<file path="config.mk">
export PLATFORM = sky130hd
export DESIGN_NAME = serial_subtractor_flat
export DESIGN_NICKNAME = d
export VERILOG_FILES = /design/src/rtl/serial_subtractor_if.sv /design/src/rtl/serial_subtractor.sv /design/src/flat_wrapper.sv
export SDC_FILE = /design/constraint.sdc
export NUM_CORES = 1
export LEC_CHECK = 0
export BUFFER_PORTS_ARGS = -buffer_cell sky130_fd_sc_hd__buf_4
export CAP_MARGIN = 40
export CELL_PAD_IN_SITES_DETAIL_PLACEMENT = 1
export CELL_PAD_IN_SITES_GLOBAL_PLACEMENT = 1
export CORE_MARGIN = 3
export CORE_UTILIZATION = 35
export CTS_CLUSTER_SIZE = 30
export DETAILED_ROUTE_END_ITERATION = 10
export GPL_TIMING_DRIVEN = 0
export PLACE_DENSITY = 0.77
export SYNTH_ARGS = -nofsm -noshare
export SYNTH_HDL_FRONTEND = slang
export SYNTH_SLANG_ARGS = --single-unit
</file>
<file path="constraint.sdc">
create_clock -name clk -period 1.8 [get_ports clk]
set_input_delay 0.27 -clock clk [delete_from_list [all_inputs] [get_ports clk]]
set_output_delay 0.27 -clock clk [all_outputs]
set_load 0.01 [all_outputs]
</file>
<file path="src/rtl/serial_subtractor_if.sv">
`default_nettype none
// ============================================================================
// Module      : serial_subtractor_if
// Description : Operand/result valid-ready bundle for the bit-serial subtractor.
// Revision    : 1.0 - initial release
// ============================================================================
interface serial_subtractor_if #(
    parameter int WIDTH = 8
) ();
    logic             in_valid;
    logic             in_ready;
    logic [WIDTH-1:0] a;
    logic [WIDTH-1:0] b;
    logic             bin;
    logic             out_valid;
    logic             out_ready;
    logic [WIDTH-1:0] diff;
    logic             bout;
    logic             busy;

    modport master (
        output in_valid, a, b, bin, out_ready,
        input  in_ready, out_valid, diff, bout, busy
    );

    modport slave (
        input  in_valid, a, b, bin, out_ready,
        output in_ready, out_valid, diff, bout, busy
    );
endinterface
`default_nettype wire

</file>
<file path="src/rtl/serial_subtractor.sv">
`default_nettype none
// ============================================================================
// Module      : serial_subtractor
// Description : Bit-serial a - b - bin, LSB first, one full-subtractor cell.
// Revision    : 1.0 - initial release
// ============================================================================
module serial_subtractor #(
    parameter int WIDTH = 8
) (
    input  wire logic          clk,
    input  wire logic          rst_n,
    serial_subtractor_if.slave bus
);
    localparam int         c_CNT_W = $clog2(WIDTH + 1);
    localparam logic [1:0] c_IDLE  = 2'd0;
    localparam logic [1:0] c_SHIFT = 2'd1;
    localparam logic [1:0] c_DONE  = 2'd2;

    logic [1:0]         r_state;
    logic [1:0]         w_state_nxt;
    logic [WIDTH-1:0]   r_a_sh;
    logic [WIDTH-1:0]   r_b_sh;
    logic               r_borrow;
    logic [c_CNT_W-1:0] r_cnt;
    logic [WIDTH-1:0]   r_diff;
    logic               r_bout;

    logic w_in_ready;
    logic w_out_valid;
    logic w_busy;
    logic w_ai;
    logic w_bi;
    logic w_d;
    logic w_bo;
    logic w_last;

    // Full-subtractor cell on the current LSBs
    assign w_ai   = r_a_sh[0];
    assign w_bi   = r_b_sh[0];
    assign w_d    = w_ai ^ w_bi ^ r_borrow;
    assign w_bo   = (~w_ai & w_bi) | (~(w_ai ^ w_bi) & r_borrow);
    assign w_last = (r_cnt == c_CNT_W'(WIDTH - 1));

    // State register
    always_ff @(posedge clk or negedge rst_n) begin
        if (!rst_n) begin
            r_state <= c_IDLE;
        end else begin
            r_state <= w_state_nxt;
        end
    end

    // Next-state logic
    always_comb begin
        w_state_nxt = r_state;
        case (r_state)
            c_IDLE:  if (bus.in_valid)  w_state_nxt = c_SHIFT;
            c_SHIFT: if (w_last)        w_state_nxt = c_DONE;
            c_DONE:  if (bus.out_ready) w_state_nxt = c_IDLE;
            default:                    w_state_nxt = c_IDLE;
        endcase
    end

    // Outputs decode from state only, so no input-to-handshake combinational path
    always_comb begin
        w_in_ready  = 1'b0;
        w_out_valid = 1'b0;
        w_busy      = 1'b0;
        case (r_state)
            c_IDLE:  w_in_ready  = 1'b1;
            c_SHIFT: w_busy      = 1'b1;
            c_DONE:  w_out_valid = 1'b1;
            default: w_in_ready  = 1'b0;
        endcase
    end

    // The minuend register doubles as the result register: each difference bit
    // enters at the MSB as the consumed minuend bit leaves at the LSB.
    always_ff @(posedge clk or negedge rst_n) begin
        if (!rst_n) begin
            r_a_sh   <= '0;
            r_b_sh   <= '0;
            r_borrow <= 1'b0;
            r_cnt    <= '0;
            r_diff   <= '0;
            r_bout   <= 1'b0;
        end else begin
            case (r_state)
                c_IDLE: begin
                    if (bus.in_valid) begin
                        r_a_sh   <= bus.a;
                        r_b_sh   <= bus.b;
                        r_borrow <= bus.bin;
                        r_cnt    <= '0;
                    end
                end
                c_SHIFT: begin
                    r_a_sh   <= {w_d, r_a_sh[WIDTH-1:1]};
                    r_b_sh   <= {1'b0, r_b_sh[WIDTH-1:1]};
                    r_borrow <= w_bo;
                    r_cnt    <= r_cnt + 1'b1;
                    if (w_last) begin
                        r_diff <= {w_d, r_a_sh[WIDTH-1:1]};
                        r_bout <= w_bo;
                    end
                end
                default: begin
                end
            endcase
        end
    end

    assign bus.in_ready  = w_in_ready;
    assign bus.out_valid = w_out_valid;
    assign bus.busy      = w_busy;
    assign bus.diff      = r_diff;
    assign bus.bout      = r_bout;
endmodule
`default_nettype wire

</file>
<file path="src/flat_wrapper.sv">
// flat-port wrapper written by rule: the top's interface ports become plain ports
module serial_subtractor_flat 
#(
    parameter int WIDTH = 8
)
  (clk, rst_n, bus_in_valid, bus_a, bus_b, bus_bin, bus_out_ready, bus_in_ready, bus_out_valid, bus_diff, bus_bout, bus_busy);
  serial_subtractor_if #(.WIDTH(WIDTH)) bus_i ();
  input  wire logic clk;
  input  wire logic rst_n;
  input wire logic [$bits(bus_i.in_valid)-1:0] bus_in_valid;
  input wire logic [$bits(bus_i.a)-1:0] bus_a;
  input wire logic [$bits(bus_i.b)-1:0] bus_b;
  input wire logic [$bits(bus_i.bin)-1:0] bus_bin;
  input wire logic [$bits(bus_i.out_ready)-1:0] bus_out_ready;
  output wire logic [$bits(bus_i.in_ready)-1:0] bus_in_ready;
  output wire logic [$bits(bus_i.out_valid)-1:0] bus_out_valid;
  output wire logic [$bits(bus_i.diff)-1:0] bus_diff;
  output wire logic [$bits(bus_i.bout)-1:0] bus_bout;
  output wire logic [$bits(bus_i.busy)-1:0] bus_busy;
  assign bus_i.in_valid = bus_in_valid;
  assign bus_i.a = bus_a;
  assign bus_i.b = bus_b;
  assign bus_i.bin = bus_bin;
  assign bus_i.out_ready = bus_out_ready;
  assign bus_in_ready = bus_i.in_ready;
  assign bus_out_valid = bus_i.out_valid;
  assign bus_diff = bus_i.diff;
  assign bus_bout = bus_i.bout;
  assign bus_busy = bus_i.busy;
  serial_subtractor #(.WIDTH(WIDTH)) u_core (.clk(clk), .rst_n(rst_n), .bus(bus_i));
endmodule
</file>
==> flow_metrics.env, run 1 <==
export IMPL_outcome="complete, no violations"
export IMPL_htreeDepth=2
export IMPL_final_instance_count_excl_fill=219
export IMPL_globalplace_congestion=0.783
export IMPL_fin_ws_ns=0.212
export IMPL_io_buffers=32
export IMPL_cts_repair_resized=0
export IMPL_drive_gt1_frac=0.339
export IMPL_synth_xor_area_frac=0
export IMPL_cts_tree="done"
export IMPL_syn_nets=152
export IMPL_grt_overflow=0
export IMPL_drcViolationCount=0
export IMPL_rows=22
export IMPL_vias=1146
export IMPL_synth_top_area_frac=0.561
export IMPL_synth_top_family_by_area="compound AO/OA/AOI/OAI gates"
export IMPL_core_area_um2=3800
export IMPL_max_slew_margin_rel=0.683
export IMPL_drt_first_iter_violations=73
export IMPL_powerDensity_nw_per_um2=1610
export IMPL_first_pass_iters=4
export IMPL_ys_types=24
export IMPL_grt_usage=0.160
export IMPL_syn_instance_count=129
export IMPL_reg2reg_depth=5
export IMPL_cp_max_fo=10
export IMPL_die_area_um2=4880
export IMPL_power_leakage_nw=0.864
export IMPL_die_y_um=69.8
export IMPL_dpl_hpwl_mm=2.57
export IMPL_ir_worst_vdd_mv=0.504
export IMPL_min_path_type="in -> reg"
export IMPL_yosys_area_share_simple=0.118
export IMPL_rsz0062_at_grt="no"
export IMPL_yosysWarnings=0
export IMPL_cts_buffer_depth=2
export IMPL_critical_path_class="reg -> out"
export IMPL_start_util=0.375
export IMPL_start_kind="flip-flop"
export IMPL_cts_made_buffers=5
export IMPL_synth_adder_area_share=0.0228
export IMPL_vias_per_cell=5.23
export IMPL_total_power_mw=2.98
export IMPL_synth_seq_area_share=0.561
export IMPL_yosys_area_top_type="dfrtp_1"
export IMPL_wl_per_cell_um=16.2
export IMPL_setup_violations=0
export IMPL_r2r_start="u_core.r_cnt[1]$_DFFE_PN0P_"
export IMPL_io_pins=33
export IMPL_startpoint="u_core.r_state[0]$_DFFE_PN0P_"
export IMPL_end_kind="output port"
export IMPL_hold_start="bus_b[7]"
export IMPL_maxCapViolCount=0
export IMPL_synth_avg_cell_area_um2=11.1
export IMPL_grt_pass1_vias=1206
export IMPL_tightest_slew_ns=0.476
export IMPL_cts_root_buffer="clkbuf_8"
export IMPL_synth_seq_cells=32
export IMPL_whs_path_depth=2
export IMPL_required_ns=1.53
export IMPL_fin_crit_sh=0.882
export IMPL_synth_area_mux_share=0.0781
export IMPL_stdcell_area_um2=1850
export IMPL_grt_max_degree=33
export IMPL_drtAntennaViolNets=0
export IMPL_place_ws_ns=0.113
export IMPL_clk_latency_ns=0.29
export IMPL_die_w_um=69.8
export IMPL_placed_cell_area_um2=1730
export IMPL_arrival_ns=1.32
export IMPL_synth_area_leaders="dfrtp_1, mux2_2, a22oi_1"
export IMPL_period_needed_ns=1.59
export IMPL_fmax_mhz=630
export IMPL_tns_ns=0
export IMPL_grt_pass1_wl_mm=6.00
export IMPL_fin_skew_ns=0.00490
export IMPL_drv_slew=0
export IMPL_area_delta_synth_final_pct=29.6
export IMPL_antenna_found_initial=0
export IMPL_numPlacedInstances=209
export IMPL_final_cell_mix="buf_4, dfrtp_1, nand2_1"
export IMPL_cts_sinks=32
export IMPL_finalWirelength_mm=3.54
export IMPL_antenna_cells=0
export IMPL_hold_viol=0
export IMPL_nets=193
export IMPL_syn_area_um2=1430
export IMPL_synth_compound_area_frac=0.176
export IMPL_clkSlewWorstSetupHoldPaths_ns=0.07
## per-layer routing
| layer | track usage | up-vias | share of wire |
|---|---|---|---|
| met1 | 0.203 | 570 | 0.44 |
| met4 | 0.0617 | 0 | 0.016 |
| met3 | 0.0594 | 8 | 0.058 |
| li1 | - | 537 | - |
| met5 | 0 | - | 0 |
| met2 | 0.248 | 31 | 0.48 |
## what timing repair did
item | CTS | global route
hold buffers | 1 | 0
endpoints found under the setup margin | 0 | 1
hold endpoints to repair | 32 | 0
setup buffers | 0 | 1
## layout make-up
| type | count | area, um2 |
|---|---|---|
| fill | 418 | 1950 |
| multi-input combinational | 84 | 563 |
| timing repair buffer | 34 | 270 |
| tap | 48 | 60.1 |
| sequential | 32 | 801 |
| buffer | 8 | 43.8 |
| clock inverter | 2 | 10.0 |
| inverter | 5 | 18.8 |
| clock buffer | 6 | 82.6 |
## logic make-up after synthesis
kind of cell / Yosys count
buffers and inverters: 13
muxes: 10
adders and majority gates: 2
and+or+nand+nor: 32
AOI/OAI and AO/OA: 40
DFF: 32
## metrics by stage
stage / utilization / hold WS (ns)
floorplan: - / -0.0256
global placement: 0.455 / 0.229
detailed placement: 0.455 / 0.236
CTS: 0.482 / 0.222
global route: 0.487 / 0.236
finish: 0.487 / 0.234
## critical path, cell delays in order, from the launching register on
cell and delay [ns]:
dfrtp_1 0.38, buf_6 0.14, buf_2 0.19, nor2_1 0.16, buf_4 0.15
## power breakdown
group / leakage (nW) / internal (mW) / switching, mW / total (mW)
clock network: 0.0510 / 0.305 / 0.273 / 0.577
registers: 0.404 / 1.03 / 0.212 / 1.25
logic: 0.409 / 0.590 / 0.568 / 1.16
total: 0.864 / 1.93 / 1.05 / 2.98
## sequential cells by signal (all words and copies together) (netlist names)
signal           count
u_core.r_b_sh        8
u_core.r_cnt         4
u_core.r_a_sh        8
u_core.bus.bout      1
u_core.r_state       2
u_core.bus.diff      8
u_core.r_borrow      1
## worst paths after layout
path,slack [ns],end
worst max-delay path,0.21,bus_in_ready
worst min-delay path,0.23,u_core.r_b_sh[7]$_DFFE_PN0P_
worst max register to register,0.27,u_core.bus.diff[7]$_DFFE_PN0P_
worst min register to register,0.49,u_core.r_b_sh[2]$_DFFE_PN0P_
max in group asynchronous,1.05,u_core.r_b_sh[2]$_DFFE_PN0P_
min in group asynchronous,0.46,u_core.bus.diff[7]$_DFFE_PN0P_
## Yosys cell counts (all sizes together)
| cell | count |
|---|---|
| nor2 | 3 |
| fa | 1 |
| buf | 6 |
| a22oi | 12 |
| a32o | 1 |
| mux2i | 1 |
| ha | 1 |
| a22o | 2 |
| dfrtp | 32 |
| o21ai | 17 |
| o21bai | 1 |
| nor3 | 1 |
| mux2 | 9 |
| inv | 5 |
| clkbuf | 2 |
| nand2b | 1 |
| o311ai | 1 |
| nand2 | 19 |
| nand3 | 2 |
| a21oi | 5 |
| a21o | 1 |
| and3b | 3 |
| nor2b | 3 |
(Power assumes the default switching activity.)
==> run 2: changes to the inputs <==
Settings changed: ABC_AREA set to 1, PLACE_DENSITY 0.77 to 0.8.
==> run 2 against run 1 <==
- global-route usage is 0.75 points higher
- first-iteration DRC count rose by 14%
- register-to-register slack improved by 0.19 ns
- critical endpoint unchanged
- largest power group is now combinational logic
==> flow_metrics.env, run 2 <==
export IMPL_holdWs_ns=0.172
export IMPL_start_kind="flip-flop"
export IMPL_syn_nets=193
export IMPL_arrival_ns=1.38
export IMPL_cts_root_buffer="clkbuf_8"
export IMPL_antenna_cells=0
export IMPL_final_core_util=0.466
export IMPL_die_w_um=71.3
export IMPL_synth_most_common_cell="nand3_1"
export IMPL_powerDensity_nw_per_um2=1650
export IMPL_grt_pass1_vias=1379
export IMPL_core_area_um2=4060
export IMPL_async_reset_ff_frac=1.00
export IMPL_fin_crit_sh=0.918
export IMPL_first_pass_iters=4
export IMPL_nets=232
export IMPL_grt_pass1_wl_mm=6.61
export IMPL_maxCapViolCount=0
export IMPL_drt_first_iter_violations=83
export IMPL_total_power_mw=3.12
export IMPL_wl_per_cell_um=14.8
export IMPL_cts_made_buffers=5
export IMPL_period_needed_ns=1.65
export IMPL_clkSlewWorstSetupHoldPaths_ns=0.06
export IMPL_end_kind="output port"
export IMPL_multi_input_area_um2=599
export IMPL_cts_repair_resized=0
export IMPL_r2r_setup_slack_ns=0.46
export IMPL_outcome="complete, no violations"
export IMPL_drv_slew=0
export IMPL_finalWirelength_mm=3.85
export IMPL_synth_edf_count=0
export IMPL_clk_latency_ns=0.28
export IMPL_start_util=0.367
export IMPL_power_leakage_nw=0.962
export IMPL_required_ns=1.53
export IMPL_cts_sinks=32
export IMPL_tns_ns=0
export IMPL_globalplace_congestion=0.746
export IMPL_ys_types=19
export IMPL_critical_path_class="reg -> out"
export IMPL_synth_common_cells="nand3_1, nand2_1, dfrtp_1, inv_1, buf_2"
export IMPL_ir_worst_vdd_mv=0.732
export IMPL_grt_usage=0.167
export IMPL_tightest_slew_ns=0.415
export IMPL_rsz0062_at_grt="no"
export IMPL_synth_top_area_frac=0.537
export IMPL_die_y_um=71.3
export IMPL_fin_skew_ns=0.00429
export IMPL_cp_max_fo=10
export IMPL_rows=23
export IMPL_synth_area_leaders="dfrtp_1, nand3_1, nand2_1"
export IMPL_final_cell_mix="nand3_1, nand2_1, buf_4"
export IMPL_syn_area_um2=1490
export IMPL_layout_commonest_cell="nand3_1"
export IMPL_syn_instance_count=170
export IMPL_io_buffers=31
export IMPL_drive_gt1_frac=0.257
export IMPL_numPlacedInstances=251
export IMPL_antenna_found_initial=0
export IMPL_vias=1298
export IMPL_drtAntennaViolNets=0
export IMPL_grt_max_degree=33
export IMPL_regArea_um2=801
export IMPL_hold_viol=0
export IMPL_max_slew_margin_rel=0.723
export IMPL_fill_cells=499
export IMPL_fmax_mhz=605
export IMPL_synth_seq_area_share=0.537
export IMPL_die_area_um2=5080
export IMPL_setup_violations=0
export IMPL_synth_seq_cells=32
export IMPL_grt_overflow=0
export IMPL_final_instance_count_excl_fill=260
export IMPL_min_path_type="in -> reg"
export IMPL_vias_per_cell=4.99
export IMPL_drcViolationCount=0
export IMPL_synth_top_flop_cell="dfrtp_1"
export IMPL_area_delta_synth_final_pct=26.8
export IMPL_htreeDepth=2
export IMPL_yosys_area_top_type="dfrtp_1"
export IMPL_dpl_hpwl_mm=2.71
export IMPL_cts_tree="done"
export IMPL_cts_buffer_depth=2
export IMPL_synth_avg_cell_area_um2=8.77
export IMPL_yosysWarnings=0
export IMPL_io_pins=33
[run 2: changes by cell type after synthesis, moves of 5 or more]
cell     previous run  this run
a21oi_1             5         0
a22oi_1            12         0
mux2_2              9         0
nand2_1            19        51
nand3_1             2        57
o21ai_0            17         1
[run 2: metal layers]
metal  up-vias  global-route usage  part of all wire
met2        31               0.256              0.47
met3         6              0.0421             0.040
met4         0              0.0710             0.012
li1        641                   -                 -
met1       620               0.227              0.48
met5         -                   0                 0
[run 2: cells by family (layout without fill, tap and decap cells)]
| family | Yosys count | after routing | synth area share |
|---|---|---|---|
| adders and majority gates | 2 | 2 | 0.0218 |
| and+or+nand+nor | 117 | 117 | 0.363 |
| buffers and inverters | 15 | 55 | 0.0605 |
| DFF | 32 | 32 | 0.537 |
| AOI/OAI and AO/OA | 4 | 4 | 0.0176 |
[run 2: worst max-delay path, stage by stage, from the launching register on]
cell and delay, ns:
dfrtp_1 0.45, nor2_4 0.28, buf_4 0.24, buf_4 0.14
[run 2: worst paths after layout]
check	endpoint	from	cells after the start
worst max-delay path	bus_in_ready	u_core.r_state[0]$_DFFE_PN0P_	3
max in group asynchronous	u_core.r_cnt[3]$_DFFE_PN0P_	rst_n	2
worst min register to register	u_core.bus.diff[3]$_DFFE_PN0P_	u_core.bus.diff[3]$_DFFE_PN0P_	2
min in group asynchronous	u_core.bus.diff[1]$_DFFE_PN0P_	rst_n	2
worst max register to register	u_core.bus.diff[5]$_DFFE_PN0P_	u_core.r_cnt[0]$_DFFE_PN0P_	6
worst min-delay path	u_core.r_state[1]$_DFFE_PN0P_	bus_out_ready	2
[run 2: final cells by class]
type	instances	share of cell area
Clock inverter	1	0.00397
Clock buffer	7	0.0457
Multi-Input combinational cell	123	0.317
Buffer	9	0.0344
Sequential cell	32	0.424
Tap cell	50	0.0331
Timing Repair Buffer	32	0.128
Inverter	6	0.0132
[run 2: power breakdown]
part	total (mW)	switching (mW)	leakage [nW]	internal, mW
registers	1.27	0.238	0.408	1.03
logic	1.28	0.725	0.510	0.550
clock network	0.571	0.261	0.0445	0.310
total	3.12	1.22	0.962	1.89
[run 2: repair_timing]
| item | in CTS | in global routing |
|---|---|---|
| endpoints found under the setup margin | 0 | 0 |
| endpoints found under the hold margin | 32 | 0 |
| buffers inserted | 0 | 0 |
| hold buffers | 1 | 0 |
[run 2: through the flow]
stage               cell area [um2]  setup slack [ns]
CTS                            1890             0.134
detailed placement             1790             0.454
global placement               1790             0.459
floorplan                      1490             0.676
finish                         1890             0.147
global route                   1890            0.0993
